===== src/rtl/skew_feeder_pkg.sv =====
// Shared definitions for the skew feeder: FSM state encoding, the default
// lane width, and the shift-register address width helper.
package skew_feeder_pkg;

  typedef enum logic [1:0] {
    IDLE  = 2'd0,
    LOAD  = 2'd1,
    DRAIN = 2'd2
  } state_t;

  localparam int LANE_DW = 16;

  // Tap addresses run 1..N, so the address must be able to hold N.
  function automatic int addr_width(input int n);
    int w;
    w = $clog2(n + 1);
    return (w < 1) ? 1 : w;
  endfunction

endpackage


===== src/rtl/dynamic_shreg.sv =====
// Addressable shift register: on ce the word at d enters stage 0; q taps the
// word that entered addr shifts ago (addr 0 passes d straight through).
module dynamic_shreg #(
  parameter int DW = 16,
  parameter int AW = 3
) (
  input  logic          clk,
  input  logic          ce,
  input  logic [AW-1:0] addr,
  input  logic [DW-1:0] d,
  output logic [DW-1:0] q
);

  localparam int DEPTH = 1 << AW;

  logic [DW-1:0] mem [DEPTH];

  // NOTE: the storage has no reset on purpose; consumers mask stale words
  // with their own resettable valid bits, so clearing it buys nothing.
  always_ff @(posedge clk) begin
    if (ce) begin
      mem[0] <= d;
      for (int i = DEPTH - 1; i > 0; i--) begin
        mem[i] <= mem[i-1];
      end
    end
  end

  assign q = (addr == '0) ? d : mem[addr - 1'b1];

endmodule


===== src/rtl/skew_feeder.sv =====
// Diagonal skew feeder for a systolic array: lane k of each input column is
// delayed k beats, and trailing columns are drained with zero-filled lanes.
module skew_feeder
  import skew_feeder_pkg::*;
#(
  parameter int DW = LANE_DW,
  parameter int N  = 4,
  parameter int LW = 8
) (
  input  logic            clk,
  input  logic            rst,
  input  logic            start,
  input  logic [LW-1:0]   len,
  input  logic [N*DW-1:0] din,
  input  logic            din_vld,
  output logic            din_rdy,
  output logic [N*DW-1:0] dout,
  output logic [N-1:0]    dout_vld,
  output logic            col_vld,
  output logic            busy,
  output logic            done
);

  localparam int AW = addr_width(N);
  localparam logic [AW-1:0] DRAIN_LAST = AW'(N > 1 ? N - 2 : 0);

  state_t        state;
  logic [LW-1:0] len_r;
  logic [LW-1:0] beat_cnt;
  logic [AW-1:0] drain_cnt;
  logic [N-1:0]  vp;
  logic          shift;
  logic [DW-1:0] tap [N];

  assign shift    = ((state == LOAD) && din_vld) || (state == DRAIN);
  assign din_rdy  = (state == LOAD);
  assign busy     = (state != IDLE);
  assign dout_vld = vp;

  // NOTE: all state below uses non-blocking assignments so every register
  // samples the pre-edge values, independent of statement order.
  always_ff @(posedge clk or posedge rst) begin
    if (rst) begin
      state     <= IDLE;
      len_r     <= '0;
      beat_cnt  <= '0;
      drain_cnt <= '0;
      vp        <= '0;
      col_vld   <= 1'b0;
      done      <= 1'b0;
    end else begin
      done    <= 1'b0;
      col_vld <= shift;

      if (shift) begin
        vp[0] <= (state == LOAD);
        for (int k = N - 1; k > 0; k--) begin
          vp[k] <= vp[k-1];
        end
      end

      case (state)
        IDLE: begin
          if (start) begin
            if (len == '0) begin
              done <= 1'b1;
            end else begin
              state    <= LOAD;
              len_r    <= len;
              beat_cnt <= '0;
            end
          end
        end

        LOAD: begin
          if (din_vld) begin
            // len_r is never zero here, so the compare cannot underflow.
            if (beat_cnt == len_r - 1'b1) begin
              beat_cnt <= '0;
              if (N == 1) begin
                state <= IDLE;
                done  <= 1'b1;
              end else begin
                state     <= DRAIN;
                drain_cnt <= '0;
              end
            end else begin
              beat_cnt <= beat_cnt + 1'b1;
            end
          end
        end

        DRAIN: begin
          if (drain_cnt == DRAIN_LAST) begin
            state     <= IDLE;
            drain_cnt <= '0;
            done      <= 1'b1;
          end else begin
            drain_cnt <= drain_cnt + 1'b1;
          end
        end

        default: state <= IDLE;
      endcase
    end
  end

  for (genvar k = 0; k < N; k++) begin : g_lane
    logic [DW-1:0] lane_in;

    // Drain cycles push zeros so the trailing edge of the wavefront is clean.
    assign lane_in = (state == LOAD) ? din[k*DW +: DW] : '0;

    dynamic_shreg #(
      .DW (DW),
      .AW (AW)
    ) u_shreg (
      .clk  (clk),
      .ce   (shift),
      .addr (AW'(k + 1)),
      .d    (lane_in),
      .q    (tap[k])
    );

    assign dout[k*DW +: DW] = vp[k] ? tap[k] : '0;
  end

endmodule

===== config.mk =====
export PLATFORM = sky130hd
export DESIGN_NAME = skew_feeder
export DESIGN_NICKNAME = d
export VERILOG_FILES = /design/src/rtl/skew_feeder_pkg.sv /design/src/rtl/dynamic_shreg.sv /design/src/rtl/skew_feeder.sv
export SDC_FILE = /design/constraint.sdc
export NUM_CORES = 1
export LEC_CHECK = 0
export BUFFER_PORTS_ARGS = -buffer_cell sky130_fd_sc_hd__clkbuf_2
export CORE_MARGIN = 3
export CORE_UTILIZATION = 49
export CTS_CLUSTER_DIAMETER = 40
export DETAILED_ROUTE_END_ITERATION = 12
export PLACE_DENSITY = 0.8
export SLEW_MARGIN = 20
export SYNTH_ARGS = -nofsm -noshare
export SYNTH_HDL_FRONTEND = slang
export SYNTH_SLANG_ARGS = --single-unit

===== constraint.sdc =====
create_clock -name clk -period 4.9 [get_ports clk]
set_input_delay 1.47 -clock clk [delete_from_list [all_inputs] [get_ports clk]]
set_output_delay 1.47 -clock clk [all_outputs]
set_load 0.005 [all_outputs]

==> key figures <==
Yosys
  • Register area share after synthesis: 75.8%
  • Synth top area share: 66.5%
  • Yosys warnings: 0
  • #FFs+latches synth: 187
  • Post-synth cell types: 38
  • Post-Syn Area: 7230 um2
  • Area contributors post-synth: edfxtp_1 (66%), and2_1 (11%), dfrtp_1 (9.3%)
  • Synth Instances: 460
  • Dominant cell type by area after synthesis: edfxtp_1
  • Mean post-synth cell area: 15.7 um2
  • Syn Nets: 538

Die
  • Die width: 127 um
  • Die H: 127 um
  • Total core area: 14,100 um2
  • IO Count: 148
  • Die area: 16,200 um2
  • Starting Density: 51.1%
  • Num rows: 43

CTS
  • Max Root-Sink Buffers: 2
  • Hold-fix buffers at CTS: 0
  • Post-CTS setup repair buffer count: 0
  • H-tree levels: 4
  • Clk sinks: 187
  • Clock latency on the worst-skew pair: 0.43 ns
  • Root Buffer: clkbuf_16
  • Cts bufs inserted: 17
  • CTS tree: done
  • Cts repair resizes: 0
  • CTS clock-pin slew for the worst setup and hold paths: 0.07 ns

Status
  • Status: complete, no violations

Critical path
  • Critical setup path kind: flop to output pin
  • Crit-path cells: inv_1 -> nand2_1 -> clkinv_1 -> clkbuf_2
  • Worst endpoint required time: 3.43 ns
  • CP max stage cell: clkinv_1
  • Max stage delay on crit path: 0.57 ns
  • Flop2flop setup slack: 1.70 ns
  • Crit start category: flop
  • Crit Path Max Fanout: 30
  • CP Capture Type: output pin
  • WP data arrival: 2.04 ns

STA
  • Post-layout min period: 3.51 ns
  • Slew @ Worst Pin: 1.09 ns
  • Final Slew Violations: 0
  • Final setup viols: 0
  • RSZ-0062 raised after global routing: no
  • Maximum clock rate: 0.285 GHz
  • Post-route setup TNS: 0 ns
  • Tcrit/Tclk final: 71.7%
  • Fin. Hold Viols: 0
  • Worst slew margin: 27.5%
  • Clock Skew: 0.00796 ns

Drt
  • Vias: 4,027
  • DRT iter0 DRCs: 269
  • DRT Pass-1 Iters: 4
  • Avg Vias per Cell: 5.00
  • Wirelength per Cell: 15.3 um
  • Drt total wl: 12,300 um
  • DRC Markers: 0
  • Final antenna-violating net count: 0

Placement
  • Routability Congestion: 0.794
  • PortBufs: 147
  • DP Area: 8160 um2
  • Dpl hpwl: 8330 um

Worst hold path
  • Worst min-delay path class: flop to flop

Global routing
  • GRT Total Usage: 16.1%
  • GRT overflow: 0
  • Vias in the first global route: 4,047
  • First-pass GRT wire length: 20,000 um
  • Initial antenna violation count: 0
  • Largest net degree at the start of global routing: 149

Pwr
  • VDD IR max: 266 uV
  • PD cells: 524 nW/um2
  • Leak Pwr: 3.37 nW

Layout
  • # diodes: 0
  • Most common cell after layout, fill and taps aside: edfxtp_1
  • Layout Nets: 690
  • Ratio of cells with drive above 1 in the final layout: 32.3%
  • Most frequent cells in the layout: edfxtp_1 (160), clkbuf_2 (147), and2_1 (128), dfrtp_1 (27), nand2_1 (19)
  • Final Cell Area: 8720 um2
  • Area Growth Syn to Fin: 20.6%

Flow run
  • Max-cap viol count: 0
-- power breakdown --
group / total [W] / leakage [nW] / internal (W) / switching (W)
registers: 0.00233 / 1.86 / 0.00216 / 0.000173
logic: 0.000968 / 1.24 / 0.000422 / 0.000546
clock network: 0.00127 / 0.271 / 0.000667 / 0.000602
-- Yosys cell counts (all sizes together) --
master	number
edfxtp	160
and2	128
dfrtp	27
nand2	20
clkbuf	15
inv	12
o21ai	12
mux2	7
a22oi	6
and3	6
nand3	6
xnor2	6
a21oi	5
nor2	5
o311ai	5
nor3	4
nor4	4
xor2	4
nand2b	3
o22ai	3
or2	3
or3	3
ha	2
nand4	2
nor2b	2
nor3b	2
o2111ai	2
o31ai	2
buf	1
o21bai	1
o31a	1
or4b	1
-- routing by layer --
metal	global-route usage [%]	up-vias	share of wire (%)
met3	4.64	26	6.6
met5	0	-	0
met4	8.39	0	2.5
met2	25.6	126	51
met1	20.1	1922	40
li1	-	1953	-
-- cells by family (layout without fill, tap and decap cells) --
kind of cell             Yosys count  after routing  share of synthesized area (%)
AND/OR/NAND/NOR                  189            189                           15.7
flip-flops                       187            187                           75.8
AO/OA/AOI/OAI                     37             37                           4.40
buffers and inverters             28            193                           1.45
XOR/XNOR                          10             10                           1.21
multiplexers                       7              7                           1.09
adder cells (fa/ha/maj)            2              2                          0.346
-- critical path, delay by kind of cell, from the launching register on --
kind / cells / cell delay (ns)
buffers and inverters: 3 / 1.05
flip-flops: 1 / 0.43
AND/OR/NAND/NOR: 1 / 0.14
-- stage by stage --
step / util, % / hold slack (ns) / setup slack [ns] / cells / total power, W
after floorplan: - / 0.400 / 0.816 / 460 / 0.00303
after global placement: 57.7 / 0.400 / 1.60 / 773 / 0.00326
after detailed placement: 57.7 / 0.405 / 1.52 / 773 / 0.00333
after CTS: 61.6 / 0.412 / 1.37 / 805 / 0.00462
after global routing: 61.6 / 0.422 / 1.25 / 805 / 0.00483
final: 61.6 / 0.409 / 1.39 / 805 / 0.00457
-- flip-flops by register name, indices dropped and copies added (netlist names) --
name / cells
col_vld: 1
done: 1
drain_cnt: 3
len_r: 8
dout_vld: 4
g_lane.u_shreg.mem: 160
beat_cnt: 8
state: 2
-- final timing paths --
kind	startpoint	cells past startpoint	endpoint
hold / removal	g_lane[2].u_shreg.mem[0][9]	0	g_lane[2].u_shreg.mem[0][25]
max in group asynchronous	rst	2	dout_vld[3]
setup / recovery	state[1]	4	din_rdy
setup reg to reg	state[1]	6	g_lane[2].u_shreg.mem[0][8]
hold reg to reg	g_lane[2].u_shreg.mem[0][9]	0	g_lane[2].u_shreg.mem[0][25]
min in group asynchronous	rst	2	col_vld
-- layout make-up --
class	count	area (um2)
timing repair buffer	149	751
tap	180	225
clock inverter	15	131
sequential	187	5480
multi-input combinational	245	1660
clock buffer	17	425
fill	1053	5430
inverter	12	45.0
Power figures use the tool's default switching activity.
